`src/rtl/pe_seq_ctrl.sv`:
```
// Sequencer that walks an instruction table and issues PE beats and result writes.
// Latency: FETCH 1 cycle, then one beat per non-held cycle; results are written in the cycle they arrive.
// Backpressure: hold freezes beat issue in RUN; PE results can never be stalled.
module pe_seq_ctrl #(
  parameter int INST_NUM = 4,
  parameter int INST_AW  = 2,
  parameter int ADDR_W   = 16,
  parameter int INST_W   = 8
) (
  input  logic               clk,
  input  logic               rst_n,
  input  logic               start,
  input  logic               hold,
  output logic [INST_AW-1:0] inst_addr,
  input  logic [INST_W-1:0]  inst_data,
  output logic [ADDR_W-1:0]  neuron_addr,
  output logic [ADDR_W-1:0]  weight_addr,
  output logic [1:0]         pe_ctl,
  output logic               pe_vld_i,
  input  logic               pe_vld_o,
  input  logic [31:0]        pe_result,
  output logic               res_we,
  output logic [INST_AW-1:0] res_addr,
  output logic [31:0]        res_data,
  output logic               busy,
  output logic               done,
  output logic               err
);

  typedef enum logic [2:0] {
    S_IDLE  = 3'd0,
    S_FETCH = 3'd1,
    S_RUN   = 3'd2,
    S_DRAIN = 3'd3,
    S_DONE  = 3'd4
  } state_t;

  localparam logic [INST_AW-1:0] LAST_IDX = INST_AW'(INST_NUM - 1);

  state_t              state_q, state_d;
  logic [INST_AW-1:0]  idx_q, idx_d;
  logic [ADDR_W-1:0]   addr_q, addr_d;
  logic [INST_W-1:0]   cnt_q, cnt_d;
  logic [INST_W-1:0]   iter_q, iter_d;
  logic [INST_AW:0]    issued_q, issued_d;
  logic [INST_AW:0]    rcnt_q, rcnt_d;
  logic                err_q, err_d;

  logic                beat;
  logic                first_iter;
  logic                last_iter;
  logic                res_fault;

  // Beat qualification and protocol-fault detection.
  always_comb begin
    beat       = (state_q == S_RUN) && !hold;
    first_iter = (iter_q == '0);
    last_iter  = (iter_q == (cnt_q - INST_W'(1)));
    // A result in IDLE, or one beyond the number of issued instructions, is a fault.
    res_fault  = pe_vld_o && ((state_q == S_IDLE) || (rcnt_q == issued_q));
  end

  // Next-state logic for the sequencer and its counters.
  always_comb begin
    state_d  = state_q;
    idx_d    = idx_q;
    addr_d   = addr_q;
    cnt_d    = cnt_q;
    iter_d   = iter_q;
    issued_d = issued_q;
    rcnt_d   = rcnt_q;
    err_d    = err_q;

    unique case (state_q)
      S_IDLE: begin
        idx_d    = '0;
        addr_d   = '0;
        cnt_d    = '0;
        iter_d   = '0;
        issued_d = '0;
        rcnt_d   = '0;
        if (start) begin
          state_d = S_FETCH;
          err_d   = 1'b0;
        end
      end
      S_FETCH: begin
        cnt_d  = inst_data;
        iter_d = '0;
        if (inst_data != '0) begin
          state_d  = S_RUN;
          issued_d = issued_q + (INST_AW+1)'(1);
        end else if (idx_q == LAST_IDX) begin
          // Zero-length entries produce no result and no beats.
          state_d = S_DRAIN;
        end else begin
          idx_d = idx_q + INST_AW'(1);
        end
      end
      S_RUN: begin
        if (beat) begin
          addr_d = addr_q + ADDR_W'(1);
          iter_d = iter_q + INST_W'(1);
          if (last_iter) begin
            if (idx_q == LAST_IDX) begin
              state_d = S_DRAIN;
            end else begin
              idx_d   = idx_q + INST_AW'(1);
              state_d = S_FETCH;
            end
          end
        end
      end
      S_DRAIN: begin
        if (rcnt_q == issued_q) begin
          state_d = S_DONE;
        end
      end
      S_DONE: begin
        state_d = S_IDLE;
      end
      default: begin
        state_d = S_IDLE;
      end
    endcase

    // Results are counted in every active state; IDLE keeps the count cleared.
    if (pe_vld_o && (state_q != S_IDLE)) begin
      rcnt_d = rcnt_q + (INST_AW+1)'(1);
    end
    if (res_fault) begin
      err_d = 1'b1;
    end
  end

  // State and counter registers with synchronous active-low reset.
  always_ff @(posedge clk) begin
    if (!rst_n) begin
      state_q  <= S_IDLE;
      idx_q    <= '0;
      addr_q   <= '0;
      cnt_q    <= '0;
      iter_q   <= '0;
      issued_q <= '0;
      rcnt_q   <= '0;
      err_q    <= 1'b0;
    end else begin
      state_q  <= state_d;
      idx_q    <= idx_d;
      addr_q   <= addr_d;
      cnt_q    <= cnt_d;
      iter_q   <= iter_d;
      issued_q <= issued_d;
      rcnt_q   <= rcnt_d;
      err_q    <= err_d;
    end
  end

  // Output decode; result capture is a zero-latency pass-through.
  always_comb begin
    inst_addr   = idx_q;
    neuron_addr = addr_q;
    weight_addr = addr_q;
    pe_vld_i    = beat;
    pe_ctl      = (state_q == S_RUN) ? {last_iter, first_iter} : 2'b00;
    res_we      = pe_vld_o;
    res_addr    = rcnt_q[INST_AW-1:0];
    res_data    = pe_result;
    busy        = (state_q == S_FETCH) || (state_q == S_RUN) || (state_q == S_DRAIN);
    done        = (state_q == S_DONE);
    err         = err_q;
  end

endmodule
```
`config.mk`:
```
export PLATFORM = sky130hd
export DESIGN_NAME = pe_seq_ctrl
export DESIGN_NICKNAME = d
export VERILOG_FILES = /design/src/rtl/pe_seq_ctrl.sv
export SDC_FILE = /design/constraint.sdc
export NUM_CORES = 1
export LEC_CHECK = 0
export CORE_MARGIN = 5
export CORE_UTILIZATION = 50
export CTS_CLUSTER_DIAMETER = 40
export DETAILED_ROUTE_END_ITERATION = 8
export DONT_BUFFER_PORTS = 1
export PLACE_DENSITY = 0.77
export SYNTH_ARGS = -nofsm -noshare
export SYNTH_HDL_FRONTEND = slang
export SYNTH_SLANG_ARGS = --single-unit
```
`constraint.sdc`:
```
create_clock -name clk -period 2.66 [get_ports clk]
set_input_delay 0.266 -clock clk [delete_from_list [all_inputs] [get_ports clk]]
set_output_delay 0.266 -clock clk [all_outputs]
set_load 0.05 [all_outputs]
```
==> run metrics <==
outcome=finished, final reports clean; Mapped Area=0.00260 mm^2; Post-Syn Area per Cell=8.41 um^2; number of enable-type register cells in the synthesized netlist=0; total congestion overflow=0; class of the tightest hold or removal check=in2reg; P_int=0.969 mW; signal arrival time at the worst endpoint=2.37 ns; detail-routed via count per cell=5.41; compound-gate portion of the synthesized area=10.1%; Adder-Cell Fraction of Synth Area=3.37%; worst-case clock skew=0.0157 ns; count of nets after finishing=336; via count of the first global-routing pass=1849; clock sinks=44; sw frac=31.3%; reported max-cap violation count=0; Core Footprint=0.00507 mm^2; actual transition at the worst max-transition pin=0.624 ns; TritonCTS clock tree=built; H-tree level count=2; RePlAce Congestion=0.876; maximum clock insertion buffer count=2; number of pins exceeding their max-slew limit in the final report=0; worst vdd rail ir drop=0.478 mV; number of cells produced by synthesis=309; type of element launching the critical path=flip-flop; final std cells w/o fill=355; number of nets in the synthesized netlist=361; total routing resource utilization after global routing=15.3%; die extent in x=82.1 um; switching power=0.441 mW; final clock period utilization by the worst path=99.2%; total number of yosys warnings=0; fraction of synthesis flops using an asynchronous set or reset pin=0%; initial core utilization=51.2%; Initial DRC Count=63; Routed wire per std cell=13.8 um; leakage dissipation=1.03 nW; number of setup violations in the final report=0; Top-Level Pins=120; library cell used as clock root buffer=clkbuf_8; DRT antenna net count=0; data required time at the worst endpoint=2.39 ns; worst path setup slack after routing=0.0203 ns; detailed-placement wirelength estimate=3690 um; most common flop cell mapped by yosys=dfxtp_1; wire length after detailed routing=4900 um; fraction of layout cells with a size suffix above 1=15.8%; number of search-and-repair iterations in the first detailed-routing pass=4; Worst Setup Path Type=reg2out; die footprint=0.00674 mm^2; RSZ-0062 raised after global routing=true; DRC violations left=0; port buffer count=0; number of distinct library cells after synthesis=45; worst flop-to-flop path startpoint=cnt_q[4]$_SDFFE_PN0P_; fraction of synthesized cell area in xor and xnor cells=11.6%; antenna diode count=0; clock transition at the registers of the reported paths=0.09 ns; later-pin clock latency in the skew report=0.30 ns; #FFs+latches synth=44; Fillers=493; area fraction in and, or, nand and nor cells after synthesis=22.8%; final critical delay including setup and external delays=2.64 ns; worst-case reg-to-reg path depth=6; number of vias in the routed layout=1921; Worst setup EP type=output port; worst slew margin relative to its limit=58.3%; area added between synthesis and finish=0.529%; dominant combinational cell family by area after synthesis=simple AND/OR/NAND/NOR gates; number of buffers inserted during clock tree synthesis=5; worst slack after detailed placement=0.0589 ns; hold worst-path end=cnt_q[1]$_SDFFE_PN0P_; post-placement cell count=346; areal power density over the cells=540 mW/mm^2; largest fanout of any net on the critical path=2; relative contribution of the clock network to total power=29.9%; sequential element share of the synthesized area=33.9%; count of final hold-check violations=0; most common cell after layout, fill and taps aside=dfxtp_1; multiplexer fraction of the synthesized cell area=1.54%; worst-case register-to-register setup slack=0.20 ns; initial antenna violation count=0; wire length of the first global-routing pass=8110 um; number of rows created at floorplan=26; die boundary height=82.1 um; combinational share of power=18.1%; instance count along the most critical hold path=2; highest clock frequency the design can meet=379 MHz; hold path startpoint=inst_data[1]; fraction of power consumed by sequential logic=52.0%; capturing point of the worst reg2reg path=inst_addr[0]$_SDFFE_PN0P_; most frequent cells in the layout=dfxtp_1 (43), nor2_1 (33), nand2_1 (26); core utilization of the finished layout=51.5%; pin count of the biggest net entering global routing=20
==> logic make-up after synthesis <==
| kind of cell | after synthesis |
|---|---|
| simple gates | 118 |
| buf+inv | 64 |
| flops | 44 |
| compound gates | 39 |
| xor+xnor | 33 |
| fa+ha+maj | 7 |
| mux | 4 |
==> state kept, by name, indices dropped and copies added, names as in the netlist <==
signal       cells
state_q          3
rcnt_q           3
inst_addr        2
neuron_addr     16
err              1
issued_q         3
cnt_q            8
iter_q           8
==> cell usage after synthesis (all sizes together), types with 7 or more instances <==
master / number / area share (%)
xnor2: 15 / 5.1
ha: 7 / 3.4
dfxtp: 44 / 34
nor2: 33 / 4.8
o21ai: 11 / 2.1
and3: 8 / 1.9
buf: 53 / 15
a21oi: 9 / 1.7
nor3: 10 / 2.1
nand2: 26 / 3.8
nand3: 11 / 2.1
xor2: 17 / 5.7
==> worst max-delay path: stages, from the launching register on <==
cell	delay [ns]
dfxtp_4	0.35
or4_4	0.49
or4b_4	0.54
a2111oi_2	0.31
and3_4	0.25
buf_12	0.13
==> power groups by stage <==
stage	logic [mW]	clock network (mW)	registers [mW]
after floorplan	0.338	0	0.738
after global placement	0.239	0	0.748
after detailed placement	0.243	0	0.749
after CTS	0.253	0.438	0.733
after global routing	0.284	0.471	0.738
final	0.256	0.421	0.734
==> layer usage <==
layer / track usage [%] / routed length [um]
met2: 24.8 / 2320
met1: 18.5 / 2140
met4: 6.31 / 61
met3: 5.31 / 383
met5: 0 / 0
==> worst max path at each step <==
stage / cells after the start / to / start / slack (ns)
floorplan: 5 / pe_ctl[0] / iter_q[0]$_SDFFE_PN0P_ / 0.11
global placement: 6 / inst_addr[1]$_SDFFE_PN0P_ / cnt_q[2]$_SDFFE_PN0P_ / 0.15
detailed placement: 6 / inst_addr[0]$_SDFFE_PN0P_ / cnt_q[4]$_SDFFE_PN0P_ / 0.06
CTS: 5 / pe_ctl[1] / cnt_q[4]$_SDFFE_PN0P_ / 0.007
global route: 5 / pe_ctl[1] / cnt_q[4]$_SDFFE_PN0P_ / -0.05
finish: 5 / pe_ctl[1] / cnt_q[4]$_SDFFE_PN0P_ / 0.02
==> repair_timing <==
item,in CTS,in global routing
pin swaps,2,2
hold endpoints to repair,0,0
endpoints found under the setup margin,1,3
hold buffers,0,0
resized for setup,5,2
setup buffers,1,0
==> through the flow <==
step	instance area [um^2]	power, mW	hold slack [ns]	setup TNS [ns]
global route	2610	1.49	0.0784	-0.0525
detailed placement	2490	0.993	0.393	0
CTS	2600	1.42	0.0774	0
finish	2610	1.41	0.0853	0
floorplan	2600	1.08	0.375	0
global placement	2490	0.987	0.389	0
==> area by class of cell <==
cell class	count	area, um^2	share of cell area, %
clock buffer	5	68.8	2.63
clock inverter	3	21.3	0.814
inverter	6	22.5	0.862
multi-input combinational	201	1320	50.6
sequential	44	885	33.8
tap	70	87.6	3.35
timing repair buffer	26	208	7.95
Note: power is estimated with default switching activity, not from simulation.
